**config.mk**
```make
export PLATFORM = sky130hd
export DESIGN_NAME = edge_period_meter
export DESIGN_NICKNAME = d
export VERILOG_FILES = /design/src/rtl/edge_period_meter.sv
export SDC_FILE = /design/constraint.sdc
export NUM_CORES = 1
export LEC_CHECK = 0
export BUFFER_PORTS_ARGS = -buffer_cell sky130_fd_sc_hd__buf_4
export CAP_MARGIN = 5
export CORE_UTILIZATION = 60
export DETAILED_ROUTE_END_ITERATION = 8
export PLACE_DENSITY = 0.84
export SLEW_MARGIN = 20
export SYNTH_ARGS = -nofsm -noshare
export SYNTH_HDL_FRONTEND = slang
export SYNTH_SLANG_ARGS = --single-unit
```
**constraint.sdc**
```tcl
create_clock -name clk -period 3.3 [get_ports clk]
set_input_delay 0.495 -clock clk [delete_from_list [all_inputs] [get_ports clk]]
set_output_delay 0.495 -clock clk [all_outputs]
set_load 0.02 [all_outputs]
```
**src/rtl/edge_period_meter.sv**
```systemverilog
// Measures the clk-cycle interval between consecutive edge pulses and hands each
// period downstream through a single registered valid/ready holding stage.
module edge_period_meter #(
  parameter int CNT_W  = 16,
  parameter int DROP_W = 8
) (
  input  logic              clk,
  input  logic              reset,
  input  logic              enable,
  input  logic              edge_pulse,
  output logic [CNT_W-1:0]  period,
  output logic              period_valid,
  input  logic              period_ready,
  output logic              timeout,
  output logic [DROP_W-1:0] drop_cnt
);

  // state      | meaning
  // IDLE       | disabled, counter held at 0, edges ignored
  // WAIT_FIRST | armed, waiting for the reference edge (not reported)
  // MEASURE    | counting cycles since the last edge, each edge reports

  typedef enum logic [1:0] {
    IDLE       = 2'd0,
    WAIT_FIRST = 2'd1,
    MEASURE    = 2'd2
  } state_t;

  localparam logic [CNT_W-1:0]  CNT_MAX  = '1;
  localparam logic [CNT_W-1:0]  CNT_ONE  = {{(CNT_W-1){1'b0}}, 1'b1};
  localparam logic [DROP_W-1:0] DROP_MAX = '1;
  localparam logic [DROP_W-1:0] DROP_ONE = {{(DROP_W-1){1'b0}}, 1'b1};

  state_t           state;
  state_t           state_nxt;
  logic [CNT_W-1:0] cnt;
  logic [CNT_W-1:0] cnt_nxt;
  logic             capture;
  logic             timeout_nxt;
  logic             load;
  logic             drop;

  always_ff @(posedge clk or posedge reset) begin
    if (reset) begin
      state <= IDLE;
      cnt   <= '0;
    end else begin
      state <= state_nxt;
      cnt   <= cnt_nxt;
    end
  end

  always_comb begin
    state_nxt   = state;
    cnt_nxt     = cnt;
    capture     = 1'b0;
    timeout_nxt = 1'b0;
    if (!enable) begin
      state_nxt = IDLE;
      cnt_nxt   = '0;
    end else begin
      case (state)
        IDLE: begin
          cnt_nxt   = '0;
          state_nxt = WAIT_FIRST;
        end
        WAIT_FIRST: begin
          if (edge_pulse) begin
            cnt_nxt   = CNT_ONE;
            state_nxt = MEASURE;
          end else begin
            cnt_nxt = '0;
          end
        end
        MEASURE: begin
          // An edge landing on the terminal count wins over the timeout.
          if (edge_pulse) begin
            capture = 1'b1;
            cnt_nxt = CNT_ONE;
          end else if (cnt == CNT_MAX) begin
            timeout_nxt = 1'b1;
            cnt_nxt     = '0;
            state_nxt   = WAIT_FIRST;
          end else begin
            cnt_nxt = cnt + CNT_ONE;
          end
        end
        default: begin
          state_nxt = IDLE;
          cnt_nxt   = '0;
        end
      endcase
    end
  end

  assign load = capture & (~period_valid | period_ready);
  assign drop = capture & period_valid & ~period_ready;

  always_ff @(posedge clk or posedge reset) begin
    if (reset) begin
      period       <= '0;
      period_valid <= 1'b0;
      timeout      <= 1'b0;
      drop_cnt     <= '0;
    end else begin
      timeout <= timeout_nxt;
      if (load) begin
        period       <= cnt;
        period_valid <= 1'b1;
      end else if (period_ready) begin
        period_valid <= 1'b0;
      end
      if (drop && (drop_cnt != DROP_MAX)) begin
        drop_cnt <= drop_cnt + DROP_ONE;
      end
    end
  end

endmodule

```
== Yosys cells after proc, flatten, opt, wreduce, memory -nomap -nowiden ==
Index checks and enable logic that the tools add are counted.
Word-level totals
  memory bits (read-only): 0
  bits in writable memories: 0
  output and inout port bits: 26
  latch bits: 0
  memories kept: 0
  register bits after elaboration: 44
Cells by class
  shift operators: 0
  mux-type cells: 19
  divide/modulo/power cells: 0
  $lt $le $gt $ge: 0
  $mul: 0
  reduce and logical (&&, ||, !) cells: 4
  equal/unequal tests: 7
  add/sub/neg operators: 2
  bitwise gates (word level): 6
Operators with widths (count)
  two-way mux 16 bit: 3
  case mux 16 bit (2 select lines): 1
  adder 16 x 1 -> 16 bit (second input constant): 1
  equality test 16 bit (second input constant): 1
  two-way mux 1 bit: 10
  != test 3 bit (second input constant): 3
  adder 8 x 1 -> 8 bit (second input constant): 1
  two-way mux 2 bit: 4
  != test 8 bit (second input constant): 1
  case mux 2 bit (3 select lines): 1
  AND 1 bit: 3
  AND reduction 3 bit: 1
  equality test 2 x 1 -> 1 bit (second input constant): 1
  equality test 2 bit (second input constant): 1
  logical NOT 2 bit: 1
  inverter 1 bit: 2
  nonzero test 2 bit: 1
  logical AND 1 bit: 1
  bitwise OR 1 bit: 1

== Depth between registers and ports, before layout ==
  word-level depth: 6
  depth in mapped cells: 7
  mapped depth without buffers: 6

== Worst setup path after synthesis ==
No wires, ideal clock.
  path type: register -> register
  start: register state[0]
  end: register period[0]
  stages on the path, launching flop included: 8
  setup slack: 1.223 ns
  library setup time: 0.125 ns
  data arrival time: 1.952 ns
  buffers on the path: 2
  cell sequence: dfrtp_1 inv_1 ha_1 nand3_1 nor2b_1 clkbuf_1 clkbuf_1 mux2_2
Between the ends
  word-level cells in the longest chain between the ends: 4
Ends and longest elaborated chain
  start, declared: line 34  | state_t state;
  start signal, assigned: line 48  | state <= state_nxt;
  equality test 2 bit: line 62  | case (state)
  two-way mux 1 bit: line 62
  two-way mux 1 bit: line 58  | if (!enable) begin
  AND 1 bit: line 96  | assign load = capture & (~period_valid | period_ready);
  end signal, assigned: line 108  | period <= cnt;
  end, declared: line 11  | output logic [CNT_W-1:0] period,
No other way between the ends.
A chain may end at the register's enable or synchronous reset.

== Worst setup path in the final report ==
  start: register cnt[0]
  end: register cnt[9]
Between the ends
  word-level cells in the longest chain between the ends: 5
  elaborated cells between the ends (all ways): 6
Ends and longest elaborated chain
  start, declared: line 36  | logic [CNT_W-1:0] cnt;
  start signal, assigned: line 49  | cnt <= cnt_nxt;
  adder 16 x 1 -> 16 bit / equality test 16 bit (equally long branches): line 85, 80
  two-way mux 16 bit *: line 80  | end else if (cnt == CNT_MAX) begin
  two-way mux 16 bit *: line 77  | if (edge_pulse) begin
  case mux 16 bit (2 select lines) *: line 62
  two-way mux 16 bit *: line 58
  net cnt_nxt[9]: line 37  | logic [CNT_W-1:0] cnt_nxt;
The timed path passes the listed nets; every way through them passes the cells marked *.

==> flow_summary.yaml <==
critical_path:
  cp_cell_sequence: "ha_1, nand2_1, or4_1, o21bai_1, nor2_1"
  crit_required_ns: 3.50
  critPathMaxFanout: 12
  crit_arrival_ns: 2.67
  path_class: "reg2reg"
  cpMaxStageDelayCell: "o21bai_1"
  max_stage_delay_ns: 0.76
  reg2regPathDepth: 5
  cp-end-kind: "flip-flop"
  r2r_setup_slack_ns: 0.83
  worstSetupStartpointType: "flip-flop"
  r2r_start: "cnt[0]$_DFF_PP0_"
  cp-startpoint: "cnt[0]$_DFF_PP0_"
grt:
  grt_usage: 0.254
  antenna_found_initial: 0
  grt_max_degree: 45
  grtUsageMet2: 0.405
  busiest_layer: "met2"
  met3_usage: 0.0758
  grt_use_met1: 0.311
  grt_overflow_total: 0
  grt_pass1_wl_um: 6550
  grt_pass1_vias: 1421
clock_network:
  cts_tree: "done"
  cts_buffer_depth: 2
  h-tree-depth: 2
  numCtsBuffers: 5
  cts_root_buffer: "clkbuf_4"
  cts_resized: 0
  clk_latency_ns: 0.34
  post-cts-setup-buffers: 0
  clkTransAtPathRegs_ns: 0.12
  cts_hold_buf: 0
  cts_sinks: 44
placement:
  portBuffers: 30
  dp_hpwl_um: 2850
  routabilityCongestion: 0.913
pwr:
  pwr-share-comb: 0.136
  p_clk_frac: 0.274
  p_seq_frac: 0.590
  p_leak_uw: 0.00113
  switching_power_uw: 252
  swShare: 0.260
  intPower_uw: 716
  p_per_area_mw_per_mm2: 409
  ir_worst_vdd_uv: 318
sta:
  min_period_ns: 2.47
  rsz0062_at_grt: "no"
  final_hold_viol_count: 0
  setup_tns_ns: 0
  worstMarginPinSlew_ns: 0.896
  slew_viol_final: 0
  setup_viol: 0
  skew_ns: 0.00743
  max_slew_margin: 0.402
  fmax_mhz: 404
  holdWs_ns: 0.270
  finalCritPeriodShare: 0.750
drt:
  wl_per_cell_um: 15.4
  wl_um: 4010
  antenna_left: 0
  first_iter_violations: 101
  drc: 0
  dr.pass1.iters: 4
  vias: 1512
  via_per_inst: 5.82
logic_synthesis:
  synth-main-ff-cell: "dfrtp_1"
  synth_top_family_by_area: "simple AND/OR/NAND/NOR gates"
  yosys.area_share.adder: 0.0308
  synth_compound_area_frac: 0.0542
  ys_ff_latch: 44
  synth_area_mm2: 0.00203
  ys_async_sr_fraction: 1.00
  yosysWarnings: 0
  synth-xor-area-share: 0.0733
  synth_edf_count: 0
  synthSimpleGateAreaFrac: 0.181
  synth_cell_type_count: 36
  synth_fp_nets: 190
  yosysSeqAreaShare: 0.542
  postSynthAreaPerCell_um2: 11.3
  synth.area.mux_share: 0.0992
  netlist_instances: 180
finish:
  area_delta_synth_final_pct: 16.6
  final_util: 0.757
  n_fill_cell: 221
  drive_gt1_frac: 0.269
  diodes: 0
  nNetsFinal: 225
floorplanning:
  pin_count: 31
  core_mm2: 0.00313
  start_util: 0.649
  rows: 20
  die_x_um: 60.2
  die_area_mm2: 0.00362
  die_h_um: 60.2
run_status:
  status: "complete, no violations"
hold_path:
  worstHoldPathType: "in2async"
flow_run:
  maxCapViolations: 0
## area by class of cell
class	instances	area, µm²	share of cell area
multi-input combinational	126	890	0.376
tap	44	55.1	0.0233
inverter	6	22.5	0.00951
timing repair buffer	32	240	0.101
clock buffer	8	58.8	0.0248
sequential	44	1100	0.465
## placed cells by master, fill, tap and decap left out, types with 2 or more instances in the layout
| cell type | instances |
|---|---|
| dfrtp_1 | 44 |
| buf_4 | 32 |
| nand2_1 | 18 |
| mux2_2 | 17 |
| nor2_1 | 12 |
| xnor2_1 | 10 |
| xor2_1 | 7 |
| nand3_1 | 6 |
| inv_1 | 6 |
| and3_1 | 5 |
| nand4_1 | 5 |
| ha_1 | 5 |
| clkbuf_4 | 5 |
| nor2b_1 | 4 |
| o21ai_0 | 4 |
| a21oi_1 | 4 |
| or4_1 | 3 |
| nor3_1 | 3 |
| nand2b_1 | 2 |
| and4_1 | 2 |
| a211oi_1 | 2 |
| or3_1 | 2 |
| o31ai_1 | 2 |
| clkbuf_1 | 2 |
## path summary, 6_finish.rpt
| check | end |
|---|---|
| max in group asynchronous | cnt[0]$_DFF_PP0_ |
| setup / recovery | cnt[9]$_DFF_PP0_ |
| min in group clk | state[0]$_DFFE_PP0P_ |
| setup reg to reg | cnt[9]$_DFF_PP0_ |
| hold / removal | period_valid$_DFFE_PP0P_ |
| hold reg to reg | drop_cnt[7]$_DFFE_PP0P_ |
## metal layers
metal	wire, µm	up-vias
met5	0	-
met4	136	0
met3	163	18
met2	1970	38
met1	1730	754
li1	-	702
## power by group through the flow
stage | registers, µW | logic (µW) | clock network (µW)
3_5_place_dp | 581 | 130 | 0
6_report | 571 | 131 | 266
3_3_place_gp | 579 | 126 | 0
2_1_floorplan | 585 | 84.9 | 0
5_1_grt | 574 | 147 | 295
4_1_cts | 571 | 131 | 274
## synthesized netlist by cell type (2+ instances only)
cell type | number | area, µm²
xnor2_1 | 10 | 87.6
o31ai_1 | 2 | 15.0
nand3_1 | 6 | 30.0
o21ai_0 | 4 | 20.0
a21oi_1 | 4 | 20.0
clkbuf_1 | 2 | 7.51
mux2_2 | 17 | 191
nand2_1 | 18 | 67.6
and4_1 | 2 | 17.5
buf_2 | 2 | 10.0
and3_1 | 5 | 31.3
nor2b_1 | 4 | 25.0
xor2_1 | 7 | 61.3
nand2b_1 | 2 | 12.5
nor3_1 | 3 | 15.0
nor2_1 | 12 | 45.0
dfrtp_1 | 44 | 1100
inv_1 | 6 | 22.5
ha_1 | 5 | 62.6
a211oi_1 | 2 | 15.0
or3_1 | 2 | 12.5
or4_1 | 3 | 22.5
nand4_1 | 5 | 31.3
## metrics by stage
step / total power (µW) / setup WS, ns / cell area [µm²] / cells
floorplan: 670 / 1.22 / 2030 / 180
global placement: 705 / 1.01 / 2310 / 252
detailed placement: 711 / 0.858 / 2310 / 252
CTS: 975 / 0.855 / 2370 / 260
global route: 1020 / 0.666 / 2370 / 260
finish: 968 / 0.825 / 2370 / 260
## state kept, by name, indices dropped and copies added (netlist names)
name / count
cnt: 16
drop_cnt: 8
period_valid: 1
state: 2
timeout: 1
period: 16
## worst max-delay path: cells and delay by family (launching register included)
kind,cells,cell delay [ns]
adders and majority gates,1,0.23
AOI/OAI and AO/OA,1,0.76
and+or+nand+nor,3,0.92
DFF,1,0.42
## logic make-up (layout without fill, tap and decap cells)
kind of cell / after synthesis / in the layout
AOI/OAI and AO/OA: 17 / 17
xor gates and xnor gates: 17 / 17
adders and majority gates: 5 / 5
buffers and inverters: 10 / 46
DFF: 44 / 44
muxes: 18 / 18
and+or+nand+nor: 69 / 69
Power figures use the tool's default switching activity.
